==> config.mk <==
export PLATFORM = sky130hd
export DESIGN_NAME = serial_rx
export DESIGN_NICKNAME = d
export VERILOG_FILES = /design/src/rtl/serial_rx.sv
export SDC_FILE = /design/constraint.sdc
export NUM_CORES = 1
export LEC_CHECK = 0
export BUFFER_PORTS_ARGS = -buffer_cell sky130_fd_sc_hd__buf_2
export CAP_MARGIN = 20
export CORE_MARGIN = 2
export CORE_UTILIZATION = 49
export CTS_BUF_LIST = sky130_fd_sc_hd__clkbuf_4 sky130_fd_sc_hd__clkbuf_8 sky130_fd_sc_hd__clkbuf_16
export DETAILED_ROUTE_END_ITERATION = 8
export PLACE_DENSITY_LB_ADDON = 0.12
export SKIP_CTS_REPAIR_TIMING = 1
export SLEW_MARGIN = 10
export SYNTH_ARGS = -nofsm -noshare
export SYNTH_HDL_FRONTEND = slang
export SYNTH_SLANG_ARGS = --single-unit
==> constraint.sdc <==
create_clock -name clk_i -period 1.5 [get_ports clk_i]
set_input_delay 0.15 -clock clk_i [delete_from_list [all_inputs] [get_ports clk_i]]
set_output_delay 0.15 -clock clk_i [all_outputs]
set_load 0.01 [all_outputs]
==> src/rtl/serial_rx.sv <==
`default_nettype none
// ============================================================================
// Module   : serial_rx
// Purpose  : Receives frames from the same-clock serial transmitter.
//            A frame is one low start bit followed by DATA_WIDTH data bits,
//            LSB first, one bit per clock. The bit after the data must be
//            high. A good frame updates rx_data_o with a one-cycle
//            rx_valid_o pulse. A low post-data bit gives a one-cycle
//            frame_err_o pulse, and the receiver then waits for the line
//            to go high again before it looks for a new start bit.
// Ports    : clk_i        system clock, rising edge
//            rst_ni       asynchronous active-low reset
//            rx_in_i      serial line, idles high
//            rx_data_o    last correctly framed word, held between frames
//            rx_valid_o   one-cycle pulse, rx_data_o updated this cycle
//            frame_err_o  one-cycle pulse, post-data bit was low
//            rx_busy_o    high while a frame is in progress or in resync
// Options  : SERIAL_RX_SYNC_EN - when defined, rx_in_i passes through a
//            2-flop synchroniser (reset to 1), which adds 2 cycles to all
//            latencies. When undefined, rx_in_i must come from clk_i's domain.
// Revision : 1.0 - initial release
// ============================================================================
module serial_rx #(
  parameter int DATA_WIDTH = 8
) (
  input  logic                  clk_i,
  input  logic                  rst_ni,
  input  logic                  rx_in_i,
  output logic [DATA_WIDTH-1:0] rx_data_o,
  output logic                  rx_valid_o,
  output logic                  frame_err_o,
  output logic                  rx_busy_o
);

  localparam int                c_cnt_w    = $clog2(DATA_WIDTH);
  localparam logic [c_cnt_w-1:0] c_last_bit = c_cnt_w'(DATA_WIDTH - 1);
  localparam logic [c_cnt_w-1:0] c_cnt_one  = c_cnt_w'(1);

  typedef enum logic [1:0] {
    IDLE   = 2'd0,
    DATA   = 2'd1,
    STOP   = 2'd2,
    RESYNC = 2'd3
  } state_e;

  state_e                  state_q, state_d;
  logic [c_cnt_w-1:0]      cnt_q, cnt_d;
  logic [DATA_WIDTH-1:0]   shift_q, shift_d;
  logic [DATA_WIDTH-1:0]   data_q, data_d;
  logic                    valid_q, valid_d;
  logic                    err_q, err_d;
  logic                    line_s;

`ifdef SERIAL_RX_SYNC_EN
  // The synchroniser resets to the idle level so that a reset cannot
  // create a false start bit.
  logic sync1_q, sync2_q;

  always_ff @(posedge clk_i or negedge rst_ni) begin
    if (!rst_ni) begin
      sync1_q <= 1'b1;
      sync2_q <= 1'b1;
    end else begin
      sync1_q <= rx_in_i;
      sync2_q <= sync1_q;
    end
  end

  assign line_s = sync2_q;
`else
  assign line_s = rx_in_i;
`endif

  always_ff @(posedge clk_i or negedge rst_ni) begin
    if (!rst_ni) begin
      state_q <= IDLE;
      cnt_q   <= '0;
      shift_q <= '0;
      data_q  <= '0;
      valid_q <= 1'b0;
      err_q   <= 1'b0;
    end else begin
      state_q <= state_d;
      cnt_q   <= cnt_d;
      shift_q <= shift_d;
      data_q  <= data_d;
      valid_q <= valid_d;
      err_q   <= err_d;
    end
  end

  always_comb begin
    state_d = state_q;
    cnt_d   = cnt_q;
    shift_d = shift_q;
    data_d  = data_q;
    valid_d = 1'b0;
    err_d   = 1'b0;

    case (state_q)
      IDLE: begin
        // Any low sample is a start bit. There is no glitch filter.
        if (!line_s) begin
          state_d = DATA;
          cnt_d   = '0;
        end
      end

      DATA: begin
        shift_d[cnt_q] = line_s;
        // The counter stops at the last bit index and never wraps. It is
        // cleared again on the next entry to DATA.
        if (cnt_q == c_last_bit) begin
          state_d = STOP;
        end else begin
          cnt_d = cnt_q + c_cnt_one;
        end
      end

      STOP: begin
        if (line_s) begin
          data_d  = shift_q;
          valid_d = 1'b1;
          state_d = IDLE;
        end else begin
          err_d   = 1'b1;
          state_d = RESYNC;
        end
      end

      RESYNC: begin
        // A low line here is still the tail of a bad frame. It is not
        // taken as a start bit.
        if (line_s) begin
          state_d = IDLE;
        end
      end

      default: begin
        state_d = IDLE;
      end
    endcase
  end

  assign rx_data_o   = data_q;
  assign rx_valid_o  = valid_q;
  assign frame_err_o = err_q;
  assign rx_busy_o   = (state_q != IDLE);

endmodule
`default_nettype wire

==> results list, run 1 <==
- Result of the run: finished clean
- Clock tree synthesis selected as its root buffer the cell sky130_fd_sc_hd__clkbuf_4.
* Clk buf depth: 2
- Height of the chip: 50.3 um
- WL final: 1640 um
- Dividing total power by cell area gives a power density of 2090 mW/mm2.
- In the post-synthesis netlist, the biggest area contributors are sky130_fd_sc_hd__dfrtp_1 (55%), sky130_fd_sc_hd__mux2_2 (14%), sky130_fd_sc_hd__a22o_1 (5.0%).
- Clock period minus final worst setup slack: 1440 ps
- A synthesized cell averages 14.0 um2.
- Clock-pin slew was measured on the worst setup and hold paths at 120 ps.
- The most critical setup path has its startpoint at state_q[1]$_DFFE_PN0P_.
* Ant diodes: 0
* IR Drop Worst-Case VDD: 0.00133 V
- Initial core utilization: 53.0%
* Residual antenna-violating net count after detailed routing: 0
- The tool flagged a number of max-cap violations equal to 0.
* Area share of the largest cell type after synthesis: 54.8%
- Of the synthesized area, sequential elements account for 54.8%.
- Number of warnings printed during yosys synthesis: 0
* Relative max-transition margin: 67.2%
- Following the worst setup path forward leads to its endpoint at rx_busy_o.
* Setup crit end kind: primary output
- Pwr Total: 2.54 mW
- For this run, design rule violations remaining after detail routing come to 0.
- The cell area that synthesis handed to floorplanning was 0.00105 mm2.
* Nature of the critical path startpoint: register
- The critical path is of the reg2out type.
* Number of storage elements in the synthesis netlist: 23
- Via count: 636
- Fraction of layout cells with a size suffix above 1: 47.9%
- First-pass GRT wire length: 2860 um
- The number of nets in the synthesized netlist is 80.
- The tightest min-delay check is of the in2reg type.
- The startpoint identified for the worst register-to-register timing path is cnt_q[0]$_DFFE_PN0P_.
* Clock sink count: 23
- Number of antenna violations at the first check in global routing: 0
- Num CTS Buffers: 3
- The congestion estimate from routability-driven global placement came to 0.791.
- Die Span X: 50.3 um
- Summed over all instances, the cell type with the most area after synthesis is sky130_fd_sc_hd__dfrtp_1.
- The count of endpoints failing hold in the final timing report came to 0.
* Fmax: 694 MHz
- Netlist cell types: 24
* Initial drt markers: 1
* CTS tree: yes
- DP Worst Slack: 64.9 ps
- For the pin with the worst max-slew slack, the measured transition is 493 ps.
* Routed wire per std cell: 13.3 um
- Gr ovfl total: 0
- The first detailed-routing pass ran for 2 iterations.
* Half-perimeter wire length after detailed placement: 1180 um
- Area of the core: 0.00198 mm2
- The die covers 0.00253 mm2.
- Pin count of the biggest net entering global routing: 24
* Setup Viol. Count Final: 0
- Setup slack closes at 58.4 ps.
* Ports placed on the boundary: 14
* Fin Setup TNS: 0 ps
- In the synthesized netlist, the number of instances is 75.
- Worst R2R Setup Slack: 80 ps
- Part of the cycle the worst path needs: 96.1%
* Critical Path AT: 1290 ps
- Between clock sinks in the finished design, the worst skew comes to 6.26 ps.
- Number of global-route vias before repair: 613
- Number of cell rows: 16
- Multi-input combinational cell area: 432 um2
* Setup repair after global routing missed its margin: false
* DR vias/cell: 5.17
* Number of levels the H-tree was split into: 1
- Sequential cell area: 577 um2
* Worst R2R Path Depth: 4
- FILL cells: 167
* Layout area overhead: 15.9%
* All-layer global routing usage: 15.5%
- R2r endpoint: cnt_q[0]$_DFFE_PN0P_
- In this run the worst path has a maximum fanout of 4.
* Number of nets in the final layout: 102
- For the worst-skew pair, the clock arrives at the later sink with an insertion delay of 300 ps.
* Static Leakage: 0.618 nW
* Data required time of the critical path: 1350 ps
- Port bufs: 13
- The number of max-slew violations in the final report was 0.
## cell usage after synthesis (all sizes together)
cell / count
dfrtp: 23
o21bai: 1
nand3b: 4
inv: 2
o31ai: 1
or2: 1
nor3b: 4
nor2: 3
a21oi: 1
nand3: 1
nand2: 2
a22o: 6
nor3: 1
nor2b: 1
ha: 2
o21ai: 1
mux2: 16
buf: 5
## flip-flops by register name (all words and copies together) (netlist names)
register / flops
cnt_q: 3
frame_err_o: 1
rx_data_o: 8
rx_valid_o: 1
shift_q: 8
state_q: 2
## kinds of logic (layout without fill, tap and decap cells)
kind of cell             after synthesis  after routing  share of synthesized area [%]
AND/OR/NAND/NOR                       17             17                           13.6
multiplexers                          16             16                           17.5
flip-flops                            23             23                           54.8
adder cells (fa/ha/maj)                2              2                           2.38
AO/OA/AOI/OAI                         10             10                           7.39
buffers and inverters                  7             28                           4.29
## power by group
group	leakage, nW	internal, mW	switching, mW	total (mW)
logic	0.311	0.699	0.527	1.23
clock network	0.0177	0.0995	0.173	0.273
registers	0.289	0.889	0.149	1.04
## area by class of cell
type                            count  share of cell area (%)
Inverter                            2                   0.617
Clock buffer                        3                    1.85
Multi-Input combinational cell     45                    35.5
Clock inverter                      1                   0.412
Timing Repair Buffer               22                    11.4
Tap cell                           27                    2.78
Sequential cell                    23                    47.4
## critical path, cell delays in order, from the launching register on
cell	delay (ps)
sky130_fd_sc_hd__dfrtp_1	450
sky130_fd_sc_hd__buf_6	140
sky130_fd_sc_hd__or2_2	260
sky130_fd_sc_hd__buf_2	140
## worst min-delay path by stage
stage,startpoint,endpoint,slack [ps],cells after the start
after detailed placement,rst_ni,shift_q[4]$_DFFE_PN0P_,140,1
final,rx_in_i,frame_err_o$_DFF_PN0_,150,2
after global routing,rx_in_i,frame_err_o$_DFF_PN0_,160,2
after floorplan,rst_ni,cnt_q[0]$_DFFE_PN0P_,-150,0
after global placement,rst_ni,rx_data_o[2]$_DFFE_PN0P_,150,1
after CTS,rst_ni,shift_q[4]$_DFFE_PN0P_,-210,1
## metal layers
metal | global-route usage (%) | share of wire, % | routed length [um]
met1 | 18.9 | 47 | 765
met2 | 25.9 | 49 | 803
met3 | 5.36 | 3.7 | 60
met4 | 4.17 | 0.73 | 12
met5 | 0 | 0 | 0
## placed cells by master, fill, tap and decap left out, drive strengths merged, types with 3 or more instances in the layout
cell type   n
buf        21
nor3b       4
dfrtp      23
a22o        6
nor2        3
nand3b      4
clkbuf      3
mux2       16
## per-stage QoR
step	hold slack, ps	std cells	utilization (%)	area (um2)
floorplan	-146	75	-	1050
global placement	150	116	58.4	1160
detailed placement	145	116	58.4	1160
CTS	-206	120	59.8	1180
global route	155	123	61.4	1220
finish	155	123	61.4	1220
(Power assumes the default switching activity.)
==> inputs of run 2 (changes only) <==
--- a/config.mk
+++ b/config.mk
@@ -5,11 +5,13 @@
 export SDC_FILE = /design/constraint.sdc
 export NUM_CORES = 1
 export LEC_CHECK = 0
-export BUFFER_PORTS_ARGS = -buffer_cell sky130_fd_sc_hd__buf_2
+export ABC_AREA = 1
+export BUFFER_PORTS_ARGS = -buffer_cell sky130_fd_sc_hd__buf_4
 export CAP_MARGIN = 20
 export CORE_MARGIN = 2
 export CORE_UTILIZATION = 49
 export CTS_BUF_LIST = sky130_fd_sc_hd__clkbuf_4 sky130_fd_sc_hd__clkbuf_8 sky130_fd_sc_hd__clkbuf_16
+export CTS_CLUSTER_DIAMETER = 30
 export DETAILED_ROUTE_END_ITERATION = 8
 export PLACE_DENSITY_LB_ADDON = 0.12
 export SKIP_CTS_REPAIR_TIMING = 1
==> run 2 against run 1 <==
Net effect: first-iteration DRC count rose to 19 times the previous value; sequential power increased by 6%; synthesized cell count grew 64%; non-clock buffer count is 7 lower; critical endpoint is now cnt_q[1]$_DFFE_PN0P_; final area is 2.7% lower; wire length rose by 10%; fmax rose by 3.8%; flip-flop and latch count unchanged; global-route usage rose by 1.0 points; total power shrank 0.94%.
==> results list, run 2 <==
* Result of the run: finished clean
- Count of cells along the worst hold path: 2
* Clock skew after layout: 7.90 ps
* Library cell with the largest summed area after synthesis: sky130_fd_sc_hd__dfrtp_1
* IR Drop Worst-Case VDD: 0.00108 V
* Post-route non-filler standard cell count: 168
- Number of cell rows: 16
* Static Leakage: 0.644 nW
* Number of levels the H-tree was split into: 1
* Clock root cell: sky130_fd_sc_hd__clkbuf_4
* Hold slack final: 96.8 ps
- STA classifies the critical path endpoint as a register.
- Static timing analysis puts the maximum clock frequency at 720 MHz.
- Asr flop ratio synth: 100%
* Clock period minus final worst setup slack: 1390 ps
* Total power density per cell area: 2120 mW/mm2
* Average cell area after synthesis: 8.21 um2
* Number of storage elements in the synthesis netlist: 23
- Summing all non-filler instances in the final layout gives an area of 0.00118 mm2.
- The detailed router finished its first iteration with 19 violations.
- Number of antenna violations at the first check in global routing: 0
- Summed over all failing endpoints, the final setup total negative slack is 0 ps.
- The area growth from synthesis to layout is 17.2%.
- Among all flip-flop cells after synthesis, the most frequent one is sky130_fd_sc_hd__dfrtp_1.
- Counting the buffers created by CTS gives 3.
- The critical path in this run is classified as reg2reg.
- Nature of the critical path startpoint: register
- The worst register-to-register path ends at cnt_q[1]$_DFFE_PN0P_.
* Number of nets in the final layout: 147
* Reg-to-reg startpoint: cnt_q[1]$_DFFE_PN0P_
* Crit Path Max Fanout: 7
- For this run, the total global-route usage over all layers was measured as 16.5%.
* Number of detailed-routing iterations run before antenna repair: 6
- Detailed routing inserted a total of 822 vias.
- The tightest min-delay check is of the in2reg type.
- After detailed routing, the number of vias per cell comes to 4.89.
* Clock sink count: 23
- Number of enable flip-flop cells after synthesis: 0
- Cell with the most instances after synthesis: sky130_fd_sc_hd__nand2_1
- After floorplanning, the core was sized to cover 0.00196 mm2.
* Placer Congestion: 0.750
- Destination of the worst hold path: frame_err_o$_DFF_PN0_
* Ports placed on the boundary: 14
- Dpl cells: 163
* Most frequent standard cell in the layout excluding fill and tap cells: sky130_fd_sc_hd__nand2_1
- Most used cells in the layout excluding fill and tap cells: sky130_fd_sc_hd__nand2_1 (52), sky130_fd_sc_hd__dfrtp_1 (22), sky130_fd_sc_hd__buf_4 (14)
- Worst R2R Path Depth: 6
* Critical Path AT: 1640 ps
* Post-place instance area: 0.00114 mm2
- TritonCTS built the clock tree.
- The floorplan step set the die height to 49.4 um.
- Number of warnings printed during yosys synthesis: 0
* Relative max-transition margin: 77.1%
- At the pin with the least slew margin, the transition time is 343 ps.
- The post-route netlist has 15.6% of its cells at a drive strength greater than 1.
* Initial core utilization: 51.5%
- Clock-pin slew was measured on the worst setup and hold paths at 120 ps.
* Routed wire per std cell: 10.8 um
- The most critical setup path has its startpoint at cnt_q[1]$_DFFE_PN0P_.
- At the worst endpoint, the required time is 1750 ps.
* Source-to-sink clock delay at the later pin of the worst-skew pair: 310 ps
- Combined area of all synthesized cells: 0.00101 mm2
- WL final: 1810 um
- The number of global-route vias before repair came to 743.
* Netlist cell types: 14
- Clk buf depth: 2
- Worst R2R Setup Slack: 110 ps
* Max-cap violations: 0
- Post-Synthesis Net Count: 128
- Hold violation total from the final report: 0
- Setup repair after global routing missed its margin: false
- The die covers 0.00244 mm2.
- After detailed routing, the number of remaining DRC violations is 0.
- Half-perimeter wire length after detailed placement: 1250 um
- After synthesis, the largest area contributor takes up 57.0% of total cell area.
- Ant diodes: 0
- The first global-routing pass estimated 3130 um of wire.
- Min-Delay Startpoint: rx_in_i
- The share of the Yosys chip area taken by registers is 57.0%.
- Once detail routing completed, the nets flagged for antenna violations numbered 0.
- The count of buffers added on input and output ports is 13.
- Synth top area cells: sky130_fd_sc_hd__dfrtp_1 (57%), sky130_fd_sc_hd__nand2_1 (19%), sky130_fd_sc_hd__nand3_1 (6.4%)
- Setup violations remaining at the end of the flow were counted as 0.
- The final critical path takes up 92.6% of the cycle.
- Commonest cells post-synth: sky130_fd_sc_hd__nand2_1 (52), sky130_fd_sc_hd__dfrtp_1 (23), sky130_fd_sc_hd__nand3_1 (13)
- The floorplan step set the die width to 49.4 um.
- Gate count of the mapped netlist: 123
- The number of max-slew violations in the final report came to 0.
* Pin count of the biggest net entering global routing: 24
* Gr ovfl total: 0
run 2: changes by cell type in the layout (fill, tap and decap cells not counted), sizes merged, moves of 2 or more:
cell / delta
a22o: -6
nand3: +13
nand2: +50
mux2: -16
nor2: +7
o21ai: +4
nor3b: -4
buf: -7
nand4: +2
nand3b: -3
inv: +10
run 2: worst max path at each step:
stage                                 to  cells after the start
finish              cnt_q[1]$_DFFE_PN0P_                      6
global route        cnt_q[1]$_DFFE_PN0P_                      6
detailed placement  cnt_q[1]$_DFFE_PN0P_                      6
global placement    cnt_q[0]$_DFFE_PN0P_                      6
floorplan           cnt_q[0]$_DFFE_PN0P_                      6
CTS                 cnt_q[1]$_DFFE_PN0P_                      6
run 2: logic make-up after synthesis:
family / after synthesis / synth area share, %
flops: 23 / 57.0
buf+inv: 13 / 4.83
fa+ha+maj: 2 / 2.48
compound gates: 5 / 2.48
simple gates: 80 / 33.2
run 2: layout make-up:
type                    count  area (um2)
clock buffers               3        22.5
clock inverters             1        5.00
fillers                   196         778
inverters                  12        45.0
multi-input cells          87         385
flip-flops and latches     23         577
well taps                  27        33.8
repair buffers             15         115
run 2: critical path, cell delays in order (launching register included):
cell and delay (ps):
sky130_fd_sc_hd__dfrtp_2 470, sky130_fd_sc_hd__ha_1 200, sky130_fd_sc_hd__ha_1 190, sky130_fd_sc_hd__nand3b_1 220
sky130_fd_sc_hd__nand2_1 140, sky130_fd_sc_hd__nand2_1 70, sky130_fd_sc_hd__nand2_1 50
run 2: metrics by stage:
step | setup slack, ps | utilization (%) | power (mW)
global route | 1.77 | 60.3 | 2.77
finish | 111 | 60.3 | 2.51
CTS | 112 | 59.8 | 2.52
detailed placement | 142 | 58.4 | 2.24
global placement | 201 | 58.4 | 2.20
floorplan | 222 | - | 1.83
run 2: per-layer routing:
metal	GRT usage, %	routed length, um	vias up
met3	2.76	73	4
met1	22.8	903	372
met5	0	0	-
li1	-	-	426
met4	5.56	18	0
met2	26.4	818	20
run 2: where the power goes:
group | total (mW) | switching [mW] | internal (mW)
Clock | 0.286 | 0.186 | 0.0996
Sequential | 1.10 | 0.193 | 0.908
Combinational | 1.13 | 0.663 | 0.463
Total | 2.51 | 1.04 | 1.47
